### src/rtl/pic_command_sequencer_pkg.sv
`default_nettype none
// +----------------------------------------------------------------------------+
// | Module      : pic_command_sequencer_pkg                                    |
// | Description : Shared types and bit positions for the 8259 command          |
// |               sequencer: FSM state encoding, ICW/OCW field positions and   |
// |               the strobe-vector bit order used by the commit detector.     |
// | Revision    : 1.0 - initial release                                        |
// +----------------------------------------------------------------------------+
package pic_command_sequencer_pkg;

  typedef enum logic [2:0] {
    ST_UNINIT    = 3'd0,
    ST_WAIT_ICW2 = 3'd1,
    ST_WAIT_ICW3 = 3'd2,
    ST_WAIT_ICW4 = 3'd3,
    ST_READY     = 3'd4
  } pic_state_e;

  // Strobe vector order: {write_icw1, write_a0, write_ocw2, write_ocw3}
  localparam int STRB_ICW1 = 3;
  localparam int STRB_A0   = 2;
  localparam int STRB_OCW2 = 1;
  localparam int STRB_OCW3 = 0;

  // ICW1 fields
  localparam int ICW1_IC4  = 0;
  localparam int ICW1_SNGL = 1;
  localparam int ICW1_LTIM = 3;

  // ICW4 fields
  localparam int ICW4_UPM  = 0;
  localparam int ICW4_AEOI = 1;
  localparam int ICW4_MS   = 2;
  localparam int ICW4_BUF  = 3;
  localparam int ICW4_SFNM = 4;

  // OCW2 fields
  localparam int OCW2_EOI = 5;
  localparam int OCW2_SL  = 6;
  localparam int OCW2_R   = 7;

  // OCW3 fields
  localparam int OCW3_RIS  = 0;
  localparam int OCW3_RR   = 1;
  localparam int OCW3_P    = 2;
  localparam int OCW3_SMM  = 5;
  localparam int OCW3_ESMM = 6;

endpackage : pic_command_sequencer_pkg
`default_nettype wire

### src/rtl/pic_command_sequencer_if.sv
`default_nettype none
// +----------------------------------------------------------------------------+
// | Interface   : pic_command_sequencer_if                                     |
// | Description : Write-side bus from Bus_Control_Logic into the sequencer.    |
// |   internal_data_bus [7:0] latched write data                               |
// |   write_icw1              ICW1 write strobe (level, whole write)           |
// |   write_a0                ICW2..4 / OCW1 write strobe                      |
// |   write_ocw2, write_ocw3  OCW2 / OCW3 write strobes                        |
// |   master = bus control side (drives), slave = sequencer side               |
// | Revision    : 1.0 - initial release                                        |
// +----------------------------------------------------------------------------+
interface pic_command_sequencer_if;
  logic [7:0] internal_data_bus;
  logic       write_icw1;
  logic       write_a0;
  logic       write_ocw2;
  logic       write_ocw3;

  modport master (
    output internal_data_bus, write_icw1, write_a0, write_ocw2, write_ocw3
  );

  modport slave (
    input  internal_data_bus, write_icw1, write_a0, write_ocw2, write_ocw3
  );
endinterface : pic_command_sequencer_if
`default_nettype wire

### src/rtl/pic_command_sequencer_commit_detect.sv
`default_nettype none
// +----------------------------------------------------------------------------+
// | Module      : pic_write_commit_detect                                      |
// | Description : Registers the strobe vector every cycle and flags a commit   |
// |               on the trailing edge of a write (registered strobes nonzero, |
// |               live strobes all zero).                                      |
// |   clk, rst_n         clock / async active-low reset                        |
// |   strb [3:0]         live strobes {icw1, a0, ocw2, ocw3}                   |
// |   commit             1 in the trailing-edge cycle                          |
// |   commit_type [3:0]  strobe vector of the write being committed, else 0    |
// | Revision    : 1.0 - initial release                                        |
// +----------------------------------------------------------------------------+
module pic_write_commit_detect (
  input  wire logic       clk,
  input  wire logic       rst_n,
  input  wire logic [3:0] strb,
  output logic            commit,
  output logic [3:0]      commit_type
);

  logic [3:0] strb_q;

  // Clearing strb_q on reset guarantees a write cut short by reset never commits.
  always_ff @(posedge clk or negedge rst_n) begin
    if (!rst_n) begin
      strb_q <= 4'b0000;
    end else begin
      strb_q <= strb;
    end
  end

  assign commit      = (|strb_q) && (strb == 4'b0000);
  assign commit_type = commit ? strb_q : 4'b0000;

endmodule : pic_write_commit_detect
`default_nettype wire

### src/rtl/pic_command_sequencer.sv
`default_nettype none
// +----------------------------------------------------------------------------+
// | Module      : pic_command_sequencer                                        |
// | Description : Walks ICW1->ICW2->[ICW3]->[ICW4], then routes A0 writes to   |
// |               OCW1 and OCW2/OCW3 writes to command pulses and mode bits.   |
// |   clk, rst_n                   clock / async active-low reset              |
// |   bus (slave)                  write data and strobes                      |
// |   init_done                    1 when initialisation is complete           |
// |   level_or_edge_n, single_n_cascade   ICW1 LTIM / SNGL                     |
// |   interrupt_vector [4:0]       ICW2 D7:D3                                  |
// |   cascade_config [7:0]         ICW3                                        |
// |   upm,aeoi,buf_mode,buf_master,sfnm   ICW4 fields                          |
// |   interrupt_mask [7:0]         OCW1                                        |
// |   auto_rotate_mode             rotate-in-AEOI flag                         |
// |   eoi_nonspecific, eoi_specific, eoi_rotate, set_priority  OCW2 pulses     |
// |   cmd_level [2:0]              OCW2 L2:L0                                  |
// |   read_isr_n_irr, special_mask_mode   OCW3 state                           |
// |   poll_pulse                   OCW3 poll command pulse                     |
// | Revision    : 1.0 - initial release                                        |
// +----------------------------------------------------------------------------+
module pic_command_sequencer
  import pic_command_sequencer_pkg::*;
#(
  parameter logic [7:0] RESET_MASK = 8'h00
) (
  input  wire logic            clk,
  input  wire logic            rst_n,
  pic_command_sequencer_if.slave bus,
  output logic                 init_done,
  output logic                 level_or_edge_n,
  output logic                 single_n_cascade,
  output logic [4:0]           interrupt_vector,
  output logic [7:0]           cascade_config,
  output logic                 upm,
  output logic                 aeoi,
  output logic                 buf_mode,
  output logic                 buf_master,
  output logic                 sfnm,
  output logic [7:0]           interrupt_mask,
  output logic                 auto_rotate_mode,
  output logic                 eoi_nonspecific,
  output logic                 eoi_specific,
  output logic                 eoi_rotate,
  output logic                 set_priority,
  output logic [2:0]           cmd_level,
  output logic                 read_isr_n_irr,
  output logic                 special_mask_mode,
  output logic                 poll_pulse
);

  logic       commit;
  logic [3:0] commit_type;
  logic [7:0] data;
  logic       ic4;
  pic_state_e state;

  assign data = bus.internal_data_bus;

  pic_write_commit_detect u_commit_detect (
    .clk         (clk),
    .rst_n       (rst_n),
    .strb        ({bus.write_icw1, bus.write_a0, bus.write_ocw2, bus.write_ocw3}),
    .commit      (commit),
    .commit_type (commit_type)
  );

  // state is a register, so this output is glitch-free and lags the commit by one clock.
  assign init_done = (state == ST_READY);

  always_ff @(posedge clk or negedge rst_n) begin
    if (!rst_n) begin
      state             <= ST_UNINIT;
      ic4               <= 1'b0;
      level_or_edge_n   <= 1'b0;
      single_n_cascade  <= 1'b0;
      interrupt_vector  <= 5'd0;
      cascade_config    <= 8'h00;
      upm               <= 1'b0;
      aeoi              <= 1'b0;
      buf_mode          <= 1'b0;
      buf_master        <= 1'b0;
      sfnm              <= 1'b0;
      interrupt_mask    <= RESET_MASK;
      auto_rotate_mode  <= 1'b0;
      eoi_nonspecific   <= 1'b0;
      eoi_specific      <= 1'b0;
      eoi_rotate        <= 1'b0;
      set_priority      <= 1'b0;
      cmd_level         <= 3'd0;
      read_isr_n_irr    <= 1'b0;
      special_mask_mode <= 1'b0;
      poll_pulse        <= 1'b0;
    end else begin
      // Command pulses are single-cycle by default.
      eoi_nonspecific <= 1'b0;
      eoi_specific    <= 1'b0;
      eoi_rotate      <= 1'b0;
      set_priority    <= 1'b0;
      poll_pulse      <= 1'b0;

      if (commit_type[STRB_ICW1]) begin
        // ICW1 restarts initialisation from any state.
        level_or_edge_n   <= data[ICW1_LTIM];
        single_n_cascade  <= data[ICW1_SNGL];
        ic4               <= data[ICW1_IC4];
        upm               <= 1'b0;
        aeoi              <= 1'b0;
        buf_mode          <= 1'b0;
        buf_master        <= 1'b0;
        sfnm              <= 1'b0;
        interrupt_mask    <= RESET_MASK;
        auto_rotate_mode  <= 1'b0;
        special_mask_mode <= 1'b0;
        read_isr_n_irr    <= 1'b0;
        state             <= ST_WAIT_ICW2;
      end else if (commit_type[STRB_A0]) begin
        case (state)
          ST_WAIT_ICW2: begin
            interrupt_vector <= data[7:3];
            if (!single_n_cascade) state <= ST_WAIT_ICW3;
            else if (ic4)          state <= ST_WAIT_ICW4;
            else                   state <= ST_READY;
          end
          ST_WAIT_ICW3: begin
            cascade_config <= data;
            state          <= ic4 ? ST_WAIT_ICW4 : ST_READY;
          end
          ST_WAIT_ICW4: begin
            upm        <= data[ICW4_UPM];
            aeoi       <= data[ICW4_AEOI];
            buf_master <= data[ICW4_MS];
            buf_mode   <= data[ICW4_BUF];
            sfnm       <= data[ICW4_SFNM];
            state      <= ST_READY;
          end
          ST_READY: interrupt_mask <= data;
          default: ;  // UNINIT: A0 writes are ignored
        endcase
      end else if (commit_type[STRB_OCW2] && (state == ST_READY)) begin
        cmd_level <= data[2:0];
        case ({data[OCW2_R], data[OCW2_SL], data[OCW2_EOI]})
          3'b001: eoi_nonspecific <= 1'b1;
          3'b101: begin
            eoi_nonspecific <= 1'b1;
            eoi_rotate      <= 1'b1;
          end
          3'b011, 3'b111: begin
            eoi_specific <= 1'b1;
            eoi_rotate   <= data[OCW2_R];
          end
          3'b110: set_priority     <= 1'b1;
          3'b100: auto_rotate_mode <= 1'b1;
          3'b000: auto_rotate_mode <= 1'b0;
          default: ;  // 010: no operation
        endcase
      end else if (commit_type[STRB_OCW3] && (state == ST_READY)) begin
        if (data[OCW3_RR])   read_isr_n_irr    <= data[OCW3_RIS];
        if (data[OCW3_ESMM]) special_mask_mode <= data[OCW3_SMM];
        if (data[OCW3_P])    poll_pulse        <= 1'b1;
      end
    end
  end

endmodule : pic_command_sequencer
`default_nettype wire

### src/flat_wrapper.sv
// flat-port wrapper written by rule: the top's interface ports become plain ports
module pic_command_sequencer_flat import pic_command_sequencer_pkg::*;
#(
  parameter logic [7:0] RESET_MASK = 8'h00
)
  (clk, rst_n, init_done, level_or_edge_n, single_n_cascade, interrupt_vector, cascade_config, upm, aeoi, buf_mode, buf_master, sfnm, interrupt_mask, auto_rotate_mode, eoi_nonspecific, eoi_specific, eoi_rotate, set_priority, cmd_level, read_isr_n_irr, special_mask_mode, poll_pulse, bus_internal_data_bus, bus_write_icw1, bus_write_a0, bus_write_ocw2, bus_write_ocw3);
  pic_command_sequencer_if bus_i ();
  input  wire logic clk;
  input  wire logic rst_n;
  output logic init_done;
  output logic level_or_edge_n;
  output logic single_n_cascade;
  output logic [4:0] interrupt_vector;
  output logic [7:0] cascade_config;
  output logic upm;
  output logic aeoi;
  output logic buf_mode;
  output logic buf_master;
  output logic sfnm;
  output logic [7:0] interrupt_mask;
  output logic auto_rotate_mode;
  output logic eoi_nonspecific;
  output logic eoi_specific;
  output logic eoi_rotate;
  output logic set_priority;
  output logic [2:0] cmd_level;
  output logic read_isr_n_irr;
  output logic special_mask_mode;
  output logic poll_pulse;
  input wire logic [$bits(bus_i.internal_data_bus)-1:0] bus_internal_data_bus;
  input wire logic [$bits(bus_i.write_icw1)-1:0] bus_write_icw1;
  input wire logic [$bits(bus_i.write_a0)-1:0] bus_write_a0;
  input wire logic [$bits(bus_i.write_ocw2)-1:0] bus_write_ocw2;
  input wire logic [$bits(bus_i.write_ocw3)-1:0] bus_write_ocw3;
  assign bus_i.internal_data_bus = bus_internal_data_bus;
  assign bus_i.write_icw1 = bus_write_icw1;
  assign bus_i.write_a0 = bus_write_a0;
  assign bus_i.write_ocw2 = bus_write_ocw2;
  assign bus_i.write_ocw3 = bus_write_ocw3;
  pic_command_sequencer #(.RESET_MASK(RESET_MASK)) u_core (.clk(clk), .rst_n(rst_n), .bus(bus_i), .init_done(init_done), .level_or_edge_n(level_or_edge_n), .single_n_cascade(single_n_cascade), .interrupt_vector(interrupt_vector), .cascade_config(cascade_config), .upm(upm), .aeoi(aeoi), .buf_mode(buf_mode), .buf_master(buf_master), .sfnm(sfnm), .interrupt_mask(interrupt_mask), .auto_rotate_mode(auto_rotate_mode), .eoi_nonspecific(eoi_nonspecific), .eoi_specific(eoi_specific), .eoi_rotate(eoi_rotate), .set_priority(set_priority), .cmd_level(cmd_level), .read_isr_n_irr(read_isr_n_irr), .special_mask_mode(special_mask_mode), .poll_pulse(poll_pulse));
endmodule
### config.mk
export PLATFORM = sky130hd
export DESIGN_NAME = pic_command_sequencer_flat
export DESIGN_NICKNAME = d
export VERILOG_FILES = /design/src/rtl/pic_command_sequencer_pkg.sv /design/src/rtl/pic_command_sequencer_if.sv /design/src/rtl/pic_command_sequencer_commit_detect.sv /design/src/rtl/pic_command_sequencer.sv /design/src/flat_wrapper.sv
export SDC_FILE = /design/constraint.sdc
export NUM_CORES = 1
export LEC_CHECK = 0
export BUFFER_PORTS_ARGS = -buffer_cell sky130_fd_sc_hd__buf_4
export CORE_MARGIN = 5
export CORE_UTILIZATION = 46
export DETAILED_ROUTE_END_ITERATION = 10
export PLACE_DENSITY = 0.72
export SLEW_MARGIN = 20
export SYNTH_ARGS = -nofsm -noshare
export SYNTH_HDL_FRONTEND = slang
export SYNTH_HIERARCHICAL = 1
export SYNTH_SLANG_ARGS = --single-unit
### constraint.sdc
create_clock -name clk -period 1.8 [get_ports clk]
set_input_delay 0.54 -clock clk [delete_from_list [all_inputs] [get_ports clk]]
set_output_delay 0.54 -clock clk [all_outputs]
set_load 0.05 [all_outputs]
## Yosys cells after proc, flatten, opt, wreduce, memory -nomap -nowiden

Cells that the tools add are included.

- Multiplexer cells: 59
- Multipliers: 0
- Bitwise logic cells: 2
- Shift operators: 0
- Magnitude comparators: 0
- Reduce and logical (&&, ||, !) cells: 26
- Add/subtract/negate cells: 0
- Equality and inequality tests: 12
- Divide/modulo/power cells: 0

Operators by type and width:

| cell | count |
|---|---|
| $mux W1 | 48 |
| $mux W8 | 3 |
| $eq A3 B3 Y1 const B | 5 |
| $reduce_bool A2 Y1 | 7 |
| $mux W3 | 4 |
| $reduce_and A3 Y1 | 4 |
| $eq A3 B2 Y1 const B | 3 |
| $pmux W3 S3 | 1 |
| $reduce_and A4 Y1 | 2 |
| $eq A3 B1 Y1 const B | 2 |
| $reduce_and A2 Y1 | 3 |
| $logic_not A4 Y1 | 1 |
| $mux W4 | 1 |
| $ne A2 B1 Y1 const B | 2 |
| $pmux W1 S2 | 2 |
| $reduce_bool A4 Y1 | 1 |
| $reduce_or A2 Y1 | 2 |
| $reduce_or A4 Y1 | 1 |
| $logic_and A1 B1 Y1 | 3 |
| $logic_not A3 Y1 | 1 |
| $reduce_bool A3 Y1 | 1 |
| $not A1 Y1 | 2 |

- Bits of input ports: 14
- Memories kept: 0
- Latch bits: 0
- Memory bits (writable): 0
- Bits in read-only memories: 0
- Bits in registers: 47

## Logic depth before layout (Yosys ltp)

Gate-level depths: netlist (run 1).

- Depth after elaboration: 8
- Depth in mapped cells: 7
- Gate-level depth less buffers: 5

## Modules after synthesis

Netlist (run 1), hierarchy kept.

By module, submodules not included:

| module | area each (sq um) | cells an instance | instances |
|---|---|---|---|
| pic_command_sequencer | 1834.3 | 136 | 1 |
| pic_write_commit_detect | 163.9 | 10 | 1 |

## Least setup slack after synthesis (run 1)

OpenSTA, ideal clock, no wires.

- Kind: input to register
- Start point: in bus_write_ocw2
- End point: reg u_core.cascade_config[0]
- Data arrival time: 2119 ps
- Path buffers: 2
- Library setup time: 125 ps
- Path slack: -444 ps
- Stages: 7
- Cells stage by stage: nor4_4 and2_2 buf_2 nand2b_2 or4_4 buf_6 mux2_4

RTL lines:

| element | RTL line | text |
|---|---|---|
| start, declared | flat_wrapper.sv:33 | `input wire logic [$bits(bus_i.write_ocw2)-1:0] bus_write_ocw2;` |
| $logic_not A4 Y1 | pic_command_sequencer_commit_detect.sv:32 | `assign commit = (\|strb_q) && (strb == 4'b0000);` |
| $logic_and A1 B1 Y1 | pic_command_sequencer_commit_detect.sv:32 |  |
| $mux W4 | pic_command_sequencer_commit_detect.sv:33 | `assign commit_type = commit ? strb_q : 4'b0000;` |
| via u_core.commit_type[2] | pic_command_sequencer.sv:52 | `logic [3:0] commit_type;` |
| $reduce_and A3 Y1 (no line) | n/a |  |
| end signal, assigned | pic_command_sequencer.sv:125 | `cascade_config <= data;` |
| end, declared | pic_command_sequencer.sv:33 | `output logic [7:0] cascade_config,` |

The timed path passes the listed nets, and every way through them passes these cells.
A chain may end at the register's enable or synchronous reset.

## Worst setup path in the final report (run 1)

- Start point: in bus_write_a0
- End point: reg u_core.cascade_config[7]

RTL lines:

| element | RTL line | text |
|---|---|---|
| start, declared | flat_wrapper.sv:32 | `input wire logic [$bits(bus_i.write_a0)-1:0] bus_write_a0;` |
| $logic_not A4 Y1 | pic_command_sequencer_commit_detect.sv:32 |  |
| $logic_and A1 B1 Y1 | pic_command_sequencer_commit_detect.sv:32 |  |
| $mux W4 | pic_command_sequencer_commit_detect.sv:33 |  |
| via u_core.commit_type[2] | pic_command_sequencer.sv:52 |  |
| $reduce_and A3 Y1 (no line) | n/a |  |

The timed path passes the listed nets, and every way through them passes these cells.

==> metrics.md, run 1 <==
| Metric | Value |
|---|---|
| Status | `complete, but fails checks` |
| Violated checks | `setup timing` |
| Post-layout util | `0.646` |
| Final standard cell area without fillers | `0.00264 mm2` |
| Total Die Area | `0.00573 mm2` |
| Setup crit end kind | `register` |
| Crit path max fanout | `8` |
| Count of boundary I/O pins | `54` |
| Starting density of the core | `0.486` |
| RSZ-0062 raised after global routing | `yes` |
| Maximum number of pins on one net before global-route repair | `48` |
| Actual transition at the worst max-transition pin | `0.572 ns` |
| Max Clock Freq | `546 MHz` |
| Clock tree from TritonCTS | `yes` |
| Area added between synthesis and finish | `32.9%` |
| DRT Pass-1 Iters | `4` |
| Post-detail-place hpwl | `3.30 mm` |
| CTS Buf Count | `5` |
| Post-synthesis average cell area | `13.7 um2` |
| Worst ir drop on vdd | `0.587 mV` |
| Standard cell area after detailed placement | `0.00250 mm2` |
| Fin. max-slew vios | `0` |
| H-tree levels | `2` |
| Vias | `1386` |
| Vertical die dimension | `75.7 um` |
| Detailed-route vias per instance | `5.29` |
| Number of maximum-capacitance violations | `0` |
| Synthesized instance count | `145` |
| Final Hold Slack | `0.231 ns` |
| Required @ worst endpoint | `1.99 ns` |
| Hold buffers post-CTS | `0` |
| Pre-CTS setup slack | `-0.375 ns` |
| Standard cell with the maximum stage delay on the critical path | `sky130_fd_sc_hd__or4_4` |
| Root Buffer | `sky130_fd_sc_hd__clkbuf_8` |
| Detailed-route wire length | `4.49 mm` |
| Max-slew headroom at the worst pin | `0.619` |
| Grt ovf | `0` |
| Post-layout worst setup margin | `-0.0301 ns` |
| Max Buffers Root-to-Sink | `2` |
| Site Rows | `23` |
| Startpoint kind of the worst setup timing path | `input port` |
| Clock transition at the registers of the reported paths | `0.09 ns` |
| Largest stage delay on the critical path | `0.52 ns` |
| Cells along the critical path | `buf_8 -> nor4_4 -> and2_4 -> nand2b_4 -> or4_4 -> mux2_4` |
| Critical path buffers and inverters | `1` |
| Part of the cycle the worst path needs | `1.02` |
| Synthesized net count | `159` |
| P_leak | `1.39 nW` |
| Insertion delay to the later sink of the worst-skew pair | `0.30 ns` |
| Antenna Cells | `0` |
| Critical Setup Path Class | `input port to register` |
| Final antenna-violating net count | `0` |
| Fin crit period | `1.83 ns` |
| Weighted congestion at the end of routability-driven global placement | `0.888` |
| Number of sinks handled by clock tree synthesis | `47` |
| Arrival time of the worst setup path | `2.02 ns` |
| Global-route usage over all layers | `0.172` |
| Share of cells above drive strength 1 | `0.505` |
| Number of global-route vias before repair | `1403` |
| Initial antenna violation count | `0` |
| Final count of hold timing violations | `0` |
| Syn Std Cell Area | `0.00199 mm2` |
| Layout Nets | `225` |
| Clock tree skew after final layout | `0.00625 ns` |
| Hold Crit Class | `input port to async pin` |
| Power per cell area | `1180 mW/mm2` |
| Starting DRT DRC Count | `97` |
| CORE AREA | `0.00409 mm2` |
| DRC violation count after routing | `0` |
| Die width | `75.7 um` |
| WL per Instance | `17.1 um` |
| Crit-path leading delay family | `simple AND/OR/NAND/NOR gates` |
| Number of endpoints failing setup at the final stage | `8` |
| Port Buffer Count | `53` |
| First-pass GRT wire length | `7.10 mm` |
| Synth warnings | `6` |
| Final Power | `3.11 mW` |
## per-stage QoR
| step | instances | TNS (ns) |
|---|---|---|
| floorplan | 145 | -3.36 |
| global placement | 252 | -7.23 |
| detailed placement | 252 | -8.43 |
| CTS | 262 | -0.144 |
| global route | 262 | -0.385 |
| finish | 262 | -0.186 |
## per-layer routing
metal | routed length (um) | part of all wire | GRT usage
met5 | 0 | 0 | 0
met4 | 78 | 0.017 | 0.0757
met3 | 331 | 0.074 | 0.0475
met2 | 2240 | 0.50 | 0.280
met1 | 1840 | 0.41 | 0.216
## cells in the final DEF, fill, tap and decap left out, drive strengths merged, types with 2 or more instances in the layout
master	n
buf	67
dfrtp	47
mux2	18
a22o	8
inv	7
nor2	6
and2	6
clkbuf	5
mux2i	5
nor2b	4
and3	3
and4	3
a31oi	3
o21a	3
nand2b	3
clkinvlp	2
nand2	2
nor3b	2
a21oi	2
nand4b	2
nand3b	2
nor4b	2
## layout make-up
cell class / count / area [um2]
repair buffers: 67 / 518
well taps: 50 / 62.6
inverters: 6 / 22.5
multi-input cells: 84 / 764
fillers: 322 / 1450
clock buffers: 5 / 68.8
clock inverters: 3 / 23.8
flip-flops and latches: 47 / 1180
## repair_timing
action,4_1_cts,5_1_grt
pin swaps,0,1
endpoints found under the setup margin,9,13
resized for setup,6,3
setup buffers,2,1
## state kept, by name, summed over array words and instances (netlist names), 3 cells and up
signal / cells
u_core/cascade_config: 8
u_core/cmd_level: 3
u_core/interrupt_mask: 8
u_core/interrupt_vector: 5
u_core/state: 3
u_core/u_commit_detect/strb_q: 4
## path summary, 6_finish.rpt
path                                                              end  depth (start not counted)  slack [ns]                              startpoint
max in group asynchronous                 u_core/state[0]$_DFFE_PN0P_                          1        1.15                                   rst_n
min in group clk           u_core/u_commit_detect/strb_q[0]$_DFF_PN0_                          1        0.35                          bus_write_ocw3
hold reg to reg                u_core/interrupt_vector[0]$_DFFE_PN0P_                          1        0.51  u_core/interrupt_vector[0]$_DFFE_PN0P_
setup reg to reg                 u_core/cascade_config[7]$_DFFE_PN0P_                          3        0.10             u_core/state[0]$_DFFE_PN0P_
setup / recovery                 u_core/cascade_config[7]$_DFFE_PN0P_                          6       -0.03                            bus_write_a0
hold / removal                      u_core/read_isr_n_irr$_DFFE_PN0P_                          1        0.23                                   rst_n
## power breakdown
part | internal, mW | leakage [nW] | switching [mW] | total, mW
Combinational | 0.413 | 0.723 | 0.701 | 1.11
Sequential | 1.21 | 0.624 | 0.132 | 1.35
Clock | 0.278 | 0.0408 | 0.367 | 0.645
Total | 1.91 | 1.39 | 1.20 | 3.11
(Power assumes the default switching activity.)
==> run 2: changes to the inputs <==
--- a/config.mk
+++ b/config.mk
@@ -8,7 +8,8 @@
 export BUFFER_PORTS_ARGS = -buffer_cell sky130_fd_sc_hd__buf_4
 export CORE_MARGIN = 5
-export CORE_UTILIZATION = 46
+export CORE_UTILIZATION = 49
+export CTS_BUF_LIST = sky130_fd_sc_hd__clkbuf_8
 export DETAILED_ROUTE_END_ITERATION = 10
-export PLACE_DENSITY = 0.72
+export PLACE_DENSITY = 0.76
 export SLEW_MARGIN = 20
 export SYNTH_ARGS = -nofsm -noshare
==> constraint.sdc (replaced) <==
create_clock -name clk -period 1.8 [get_ports clk]
set_input_delay 0.18 -clock clk [delete_from_list [all_inputs] [get_ports clk]]
set_output_delay 0.18 -clock clk [all_outputs]
set_load 0.05 [all_outputs]
==> metrics.md, run 2 (synthesis results as in run 1) <==
| Metric | Value |
|---|---|
| Initial antenna violation count | `0 (unchanged)` |
| Area added between synthesis and finish | `28.6%` |
| Crit path max fanout | `8 (unchanged)` |
| Worst ir drop on vdd | `0.627 mV (+6.7%)` |
| Number of sinks handled by clock tree synthesis | `47 (unchanged)` |
| Clock tree skew after final layout | `0.00809 ns (+0.00184 ns)` |
| Final Hold Slack | `0.0199 ns (-0.211 ns)` |
| Biggest regs | `u_core/cascade_config: 8 flops, u_core/interrupt_mask: 8 flops, u_core/interrupt_vector: 5 flops` |
| Maximum number of pins on one net before global-route repair | `48 (unchanged)` |
| CORE AREA | `0.00397 mm2 (-2.8%)` |
| Root Buffer | `sky130_fd_sc_hd__clkbuf_8` |
| Area of all sequential standard cells | `0.00118 mm2 (-0.21%)` |
| Critical Setup Path Class | `register to register` |
| DRC violation count after routing | `0 (unchanged)` |
| M2 GR Usage | `0.270 (-0.0103)` |
| Met1 Resource Use GR | `0.222 (+0.00620)` |
| Number of cells in the finished layout apart from fillers | `255 (-2.7%)` |
| R2r startpoint | `u_core/u_commit_detect/strb_q[3]$_DFF_PN0_` |
| Status | `finished, final reports clean` |
| Area occupied by multi-input gates | `749 um2 (-2.0%)` |
| Crit-path leading delay family | `simple AND/OR/NAND/NOR gates` |
| Max Clock Freq | `608 MHz (+11%)` |
| Largest stage delay on the critical path | `0.65 ns (+0.13 ns)` |
| Final Power | `3.01 mW (-3.2%)` |
| Startpoint of the worst hold path | `bus_write_ocw2` |
| Power per cell area | `1180 mW/mm2 (about the same)` |
| H-tree levels | `2 (unchanged)` |
| Crit. Startpoint | `u_core/u_commit_detect/strb_q[3]$_DFF_PN0_` |
| M3 GR Usage | `0.0520 (+0.00449)` |
| WL per Instance | `16.8 um (-2.0%)` |
| Insertion delay to the later sink of the worst-skew pair | `0.30 ns (about the same)` |
| Number of maximum-capacitance violations | `0 (unchanged)` |
| Site Rows | `23 (unchanged)` |
| CTS Buf Count | `5 (unchanged)` |
| Clock transition at the registers of the reported paths | `0.08 ns (about the same)` |
| Layout Nets | `219 (-2.7%)` |
| Post-layout util | `0.643 (-0.00271)` |
| Actual transition at the worst max-transition pin | `0.745 ns (+0.173 ns)` |
| DRT Pass-1 Iters | `4 (unchanged)` |
| Starting density of the core | `0.500 (+0.0141)` |
| Most common cell after layout, fill and taps aside | `sky130_fd_sc_hd__buf_4` |
| Die width | `73.7 um (-2.7%)` |
| Port Buffer Count | `53 (unchanged)` |
| Vias | `1390 (+0.29%)` |
| Standard cell with the maximum stage delay on the critical path | `sky130_fd_sc_hd__or4_4` |
| Post-detail-place hpwl | `3.15 mm (-4.3%)` |
| Final antenna-violating net count | `0 (unchanged)` |
| Critical path buffers and inverters | `0 (-1)` |
| Max Buffers Root-to-Sink | `2 (unchanged)` |
| Arrival time of the worst setup path | `1.83 ns (-0.19 ns)` |
| Cells along the critical path | `and2_2 -> or4_4 -> mux2_4` |
| Max-slew headroom at the worst pin | `0.501 (-0.117)` |
| Detailed-route vias per instance | `5.45 (+3.0%)` |
| Total Die Area | `0.00543 mm2 (-5.3%)` |
| Weighted congestion at the end of routability-driven global placement | `0.917 (+3.2%)` |
| Grt ovf | `0 (unchanged)` |
| Startpoint kind of the worst setup timing path | `register` |
| Starting DRT DRC Count | `56 (-42%)` |
| Count of boundary I/O pins | `54 (unchanged)` |
| Number of setup buffers added after CTS | `0 (-2)` |
| Hold Crit Class | `input port to register` |
| Global-route usage over all layers | `0.172 (about the same)` |
| Most used cells in the layout excluding fill and tap cells | `sky130_fd_sc_hd__buf_4 (60), sky130_fd_sc_hd__dfrtp_1 (47), sky130_fd_sc_hd__mux2_2 (10)` |
| Number of endpoints failing setup at the final stage | `0 (-8)` |
| Fin. max-slew vios | `0 (unchanged)` |
| Detailed-route wire length | `4.29 mm (-4.6%)` |
| P_leak | `1.35 nW (-2.6%)` |
| Most heavily used metal layer in global routing | `met2` |
| Antenna Cells | `0 (unchanged)` |
| Required @ worst endpoint | `1.98 ns (about the same)` |
| Fin crit period | `1.64 ns (-0.186 ns)` |
| Final count of hold timing violations | `0 (unchanged)` |
| First-pass GRT wire length | `6.94 mm (-2.2%)` |
| Part of the cycle the worst path needs | `0.913 (-0.103)` |
| RSZ-0062 raised after global routing | `no` |
| Number of fillers in the final layout | `301 (-6.5%)` |
| Number of global-route vias before repair | `1410 (+0.50%)` |
| Share of cells above drive strength 1 | `0.468 (-0.0364)` |
| Setup crit end kind | `register` |
| Vertical die dimension | `73.7 um (-2.7%)` |
| Cell count after placement | `247 (-2.0%)` |
| Clock tree from TritonCTS | `yes` |
| Setup TNS after final layout | `0 ns (+0.186 ns)` |
## run 2: cell types whose count changed in the layout (fill, tap and decap cells not counted), sizes merged
| cell | delta |
|---|---|
| dlygate4sd3 | +1 |
| clkinv | +2 |
| clkinvlp | -2 |
| buf | -7 |
| inv | -1 |
## run 2: layout make-up
cell class / count / share of cell area
Clock buffer: 5 / 0.0269
Clock inverter: 2 / 0.00539
Inverter: 6 / 0.00882
Multi-Input combinational cell: 84 / 0.293
Sequential cell: 47 / 0.461
Tap cell: 50 / 0.0245
Timing Repair Buffer: 61 / 0.180
## run 2: per-layer routing
layer	routed length, um	share of wire
met1	1880	0.44
met2	2060	0.48
met3	271	0.063
met4	77	0.018
met5	0	0
## run 2: repair_timing
action,4_1_cts,5_1_grt
hold endpoints to repair,47,0
hold buffers,1,0
gates resized for setup,0,0
## run 2: metrics by stage
step | cell area [um2] | worst slack (ns)
floorplan | 2010 | -0.000973
global placement | 2460 | -0.0276
detailed placement | 2460 | -0.0571
CTS | 2550 | 0.133
global route | 2550 | 0.0568
finish | 2550 | 0.156
## run 2: power breakdown
group	switching, mW	internal (mW)	leakage, nW
clock	0.335	0.266	0.0440
sequential	0.118	1.21	0.626
combinational	0.695	0.384	0.682
total	1.15	1.86	1.35
## run 2: worst register-to-register path, cell delays in order, from the launching register on
cell and delay (ns):
sky130_fd_sc_hd__dfrtp_1 0.35, sky130_fd_sc_hd__and2_2 0.20, sky130_fd_sc_hd__or4_4 0.65, sky130_fd_sc_hd__mux2_4 0.34
## run 2: path summary, 6_finish.rpt
kind | end | slack, ns | depth (start not counted)
setup / recovery | u_core/cascade_config[7]$_DFFE_PN0P_ | 0.16 | 3
hold / removal | u_core/u_commit_detect/strb_q[1]$_DFF_PN0_ | 0.02 | 1
setup reg to reg | u_core/cascade_config[7]$_DFFE_PN0P_ | 0.16 | 3
hold reg to reg | u_core/interrupt_mask[5]$_DFFE_PN0P_ | 0.51 | 1
max in group asynchronous | u_core/level_or_edge_n$_DFFE_PN0P_ | 0.99 | 2
min in group asynchronous | u_core/cmd_level[0]$_DFFE_PN0P_ | 0.42 | 2
==> run 3: changes to the inputs <==
Settings changed: SETUP_SLACK_MARGIN from default to 0.2.
==> metrics.md, run 3 (synthesis results as in run 1) <==
| Metric | Value |
|---|---|
| Status | `finished, final reports clean` |
| Arrival time of the worst setup path | `1.78 ns (-0.05 ns)` |
| Number of sinks handled by clock tree synthesis | `47 (unchanged)` |
| Vias | `1392 (+0.14%)` |
| Clock tree skew after final layout | `0.00699 ns (-0.00110 ns)` |
| Area added between synthesis and finish | `30.7%` |
| Power per cell area | `1180 mW/mm2 (-0.10%)` |
| First-pass GRT wire length | `7.06 mm (+1.7%)` |
| Detailed-route vias per instance | `5.42 (-0.64%)` |
| Net switching power of the design | `1.16 mW (+1.5%)` |
| Detailed-route wire length | `4.34 mm (+1.2%)` |
| RSZ-0062 raised after global routing | `yes` |
| Final standard cell area without fillers | `0.00259 mm2 (+1.6%)` |
| H-tree levels | `2 (unchanged)` |
| WL per Instance | `16.9 um (+0.45%)` |
| Part of the cycle the worst path needs | `0.888 (-0.0248)` |
| Port Buffer Count | `53 (unchanged)` |
| Root Buffer | `sky130_fd_sc_hd__clkbuf_8` |
| Sequential cell fraction of total power | `0.436 (-0.006)` |
| Vertical die dimension | `73.7 um (unchanged)` |
| Post-detail-place hpwl | `3.15 mm (unchanged)` |
| Grt ovf | `0 (unchanged)` |
| Setup crit end kind | `register` |
| Final Power | `3.05 mW (+1.5%)` |
| Post-layout util | `0.653 (+0.0104)` |
| Post-layout worst setup margin | `0.201 ns (+0.0446 ns)` |
| Number of fillers in the final layout | `287 (-4.7%)` |
| Power share of the combinational group | `0.370 (+0.011)` |
| Weighted congestion at the end of routability-driven global placement | `0.917 (unchanged)` |
| Part of the total power dissipated in the clock network | `0.194 (-0.006)` |
| Crit path max fanout | `8 (unchanged)` |
| Clock transition at the registers of the reported paths | `0.08 ns (about the same)` |
| Worst ir drop on vdd | `0.621 mV (-0.93%)` |
| Most used cells in the layout excluding fill and tap cells | `sky130_fd_sc_hd__buf_4 (62), sky130_fd_sc_hd__dfrtp_1 (45), sky130_fd_sc_hd__mux2_2 (10)` |
| Final antenna-violating net count | `0 (unchanged)` |
| DRC violation count after routing | `0 (unchanged)` |
| P_leak | `1.37 nW (+1.0%)` |
| CTS Buf Count | `5 (unchanged)` |
| Required @ worst endpoint | `1.98 ns (about the same)` |
| Starting density of the core | `0.500 (unchanged)` |
| Initial antenna violation count | `0 (unchanged)` |
| Layout Nets | `221 (+0.91%)` |
| Most common cell after layout, fill and taps aside | `sky130_fd_sc_hd__buf_4` |
| Insertion delay to the later sink of the worst-skew pair | `0.29 ns (about the same)` |
| Biggest regs | `u_core/cascade_config: 8 flops, u_core/interrupt_mask: 8 flops, u_core/interrupt_vector: 5 flops` |
| Number of maximum-capacitance violations | `0 (unchanged)` |
| Proportion of total power due to net switching | `0.381 (about the same)` |
| Final count of hold timing violations | `0 (unchanged)` |
| Pre-CTS setup slack | `-0.0571 ns (unchanged)` |
| Starting DRT DRC Count | `47 (-16%)` |
| Total Die Area | `0.00543 mm2 (unchanged)` |
| Standard cell area after detailed placement | `0.00246 mm2 (unchanged)` |
| Antenna Cells | `0 (unchanged)` |
| Internal power summed over all cells | `1.89 mW (+1.5%)` |
| Clock tree from TritonCTS | `yes` |
| DRT Pass-1 Iters | `4 (unchanged)` |
| Hold Crit Class | `input port to register` |
| Fin. max-slew vios | `0 (unchanged)` |
| Max Clock Freq | `625 MHz (+2.8%)` |
| Startpoint kind of the worst setup timing path | `register` |
| Die width | `73.7 um (unchanged)` |
| Maximum number of pins on one net before global-route repair | `48 (unchanged)` |
| Actual transition at the worst max-transition pin | `0.573 ns (-0.172 ns)` |
| Count of boundary I/O pins | `54 (unchanged)` |
| Share of cells above drive strength 1 | `0.488 (+0.0196)` |
| Number of endpoints failing setup at the final stage | `0 (unchanged)` |
| Max-slew headroom at the worst pin | `0.618 (+0.117)` |
| CORE AREA | `0.00397 mm2 (unchanged)` |
| Number of global-route vias before repair | `1429 (+1.3%)` |
| Global-route usage over all layers | `0.176 (+0.00347)` |
| Fin crit period | `1.60 ns (-0.0446 ns)` |
| Max Buffers Root-to-Sink | `2 (unchanged)` |
| Critical Setup Path Class | `register to register` |
| Site Rows | `23 (unchanged)` |
[run 3: changes by cell type in the layout (fill, tap and decap cells not counted), sizes merged]
cell,delta
buf,+2
[run 3: metal layers]
metal  global-route usage  vias up  part of all wire
met5                    0        -                 0
met1                0.227      695              0.42
met4               0.0724        0             0.013
met2                0.276       46              0.48
li1                     -      646                 -
met3               0.0520        5             0.078
[run 3: metrics by stage]
| stage | hold WS, ns | setup TNS (ns) | cells |
|---|---|---|---|
| finish | 0.0211 | 0 | 257 |
| global route | 0.00467 | 0 | 257 |
| CTS | 0.00989 | 0 | 257 |
| detailed placement | 0.217 | -0.478 | 247 |
| global placement | 0.203 | -0.216 | 247 |
| floorplan | -0.116 | -0.00778 | 145 |
[run 3: layout make-up]
type / count / area (um2) / area share
well taps: 50 / 62.6 / 0.0241
multi-input cells: 84 / 773 / 0.298
clock buffers: 5 / 68.8 / 0.0265
flip-flops and latches: 47 / 1180 / 0.454
clock inverters: 2 / 13.8 / 0.00530
inverters: 6 / 22.5 / 0.00868
repair buffers: 63 / 475 / 0.183
[run 3: worst max-delay path, stage by stage (launching register included)]
cell and delay, ns:
sky130_fd_sc_hd__dfrtp_2 0.40, sky130_fd_sc_hd__nand2b_4 0.14, sky130_fd_sc_hd__or4_4 0.61, sky130_fd_sc_hd__mux2_4 0.34
[run 3: worst paths after layout]
path | start | to | slack [ns] | depth (start not counted)
max | u_core/state[2]$_DFFE_PN0P_ | u_core/cascade_config[4]$_DFFE_PN0P_ | 0.20 | 3
min | bus_write_ocw3 | u_core/u_commit_detect/strb_q[0]$_DFF_PN0_ | 0.02 | 1
max reg2reg | u_core/state[2]$_DFFE_PN0P_ | u_core/cascade_config[4]$_DFFE_PN0P_ | 0.20 | 3
min reg2reg | u_core/interrupt_mask[5]$_DFFE_PN0P_ | u_core/interrupt_mask[5]$_DFFE_PN0P_ | 0.51 | 1
max in group asynchronous | rst_n | u_core/state[1]$_DFFE_PN0P_ | 0.95 | 2
min in group asynchronous | rst_n | u_core/cmd_level[0]$_DFFE_PN0P_ | 0.43 | 2
[run 3: repair_timing]
item                                   CTS  global route
hold buffers                             1             0
gates resized for setup                  2             3
buffers inserted                         2             0
endpoints found under the hold margin   47             0
pin swaps                                3             1
setup endpoints to repair               16            22
[run 3: power by group through the flow]
stage	clock network [mW]	logic (mW)	registers (mW)
finish	0.593	1.13	1.33
floorplan	0	0.347	1.74
CTS	0.616	1.11	1.32
detailed placement	0	1.08	1.35
global route	0.653	1.19	1.36
global placement	0	1.06	1.34
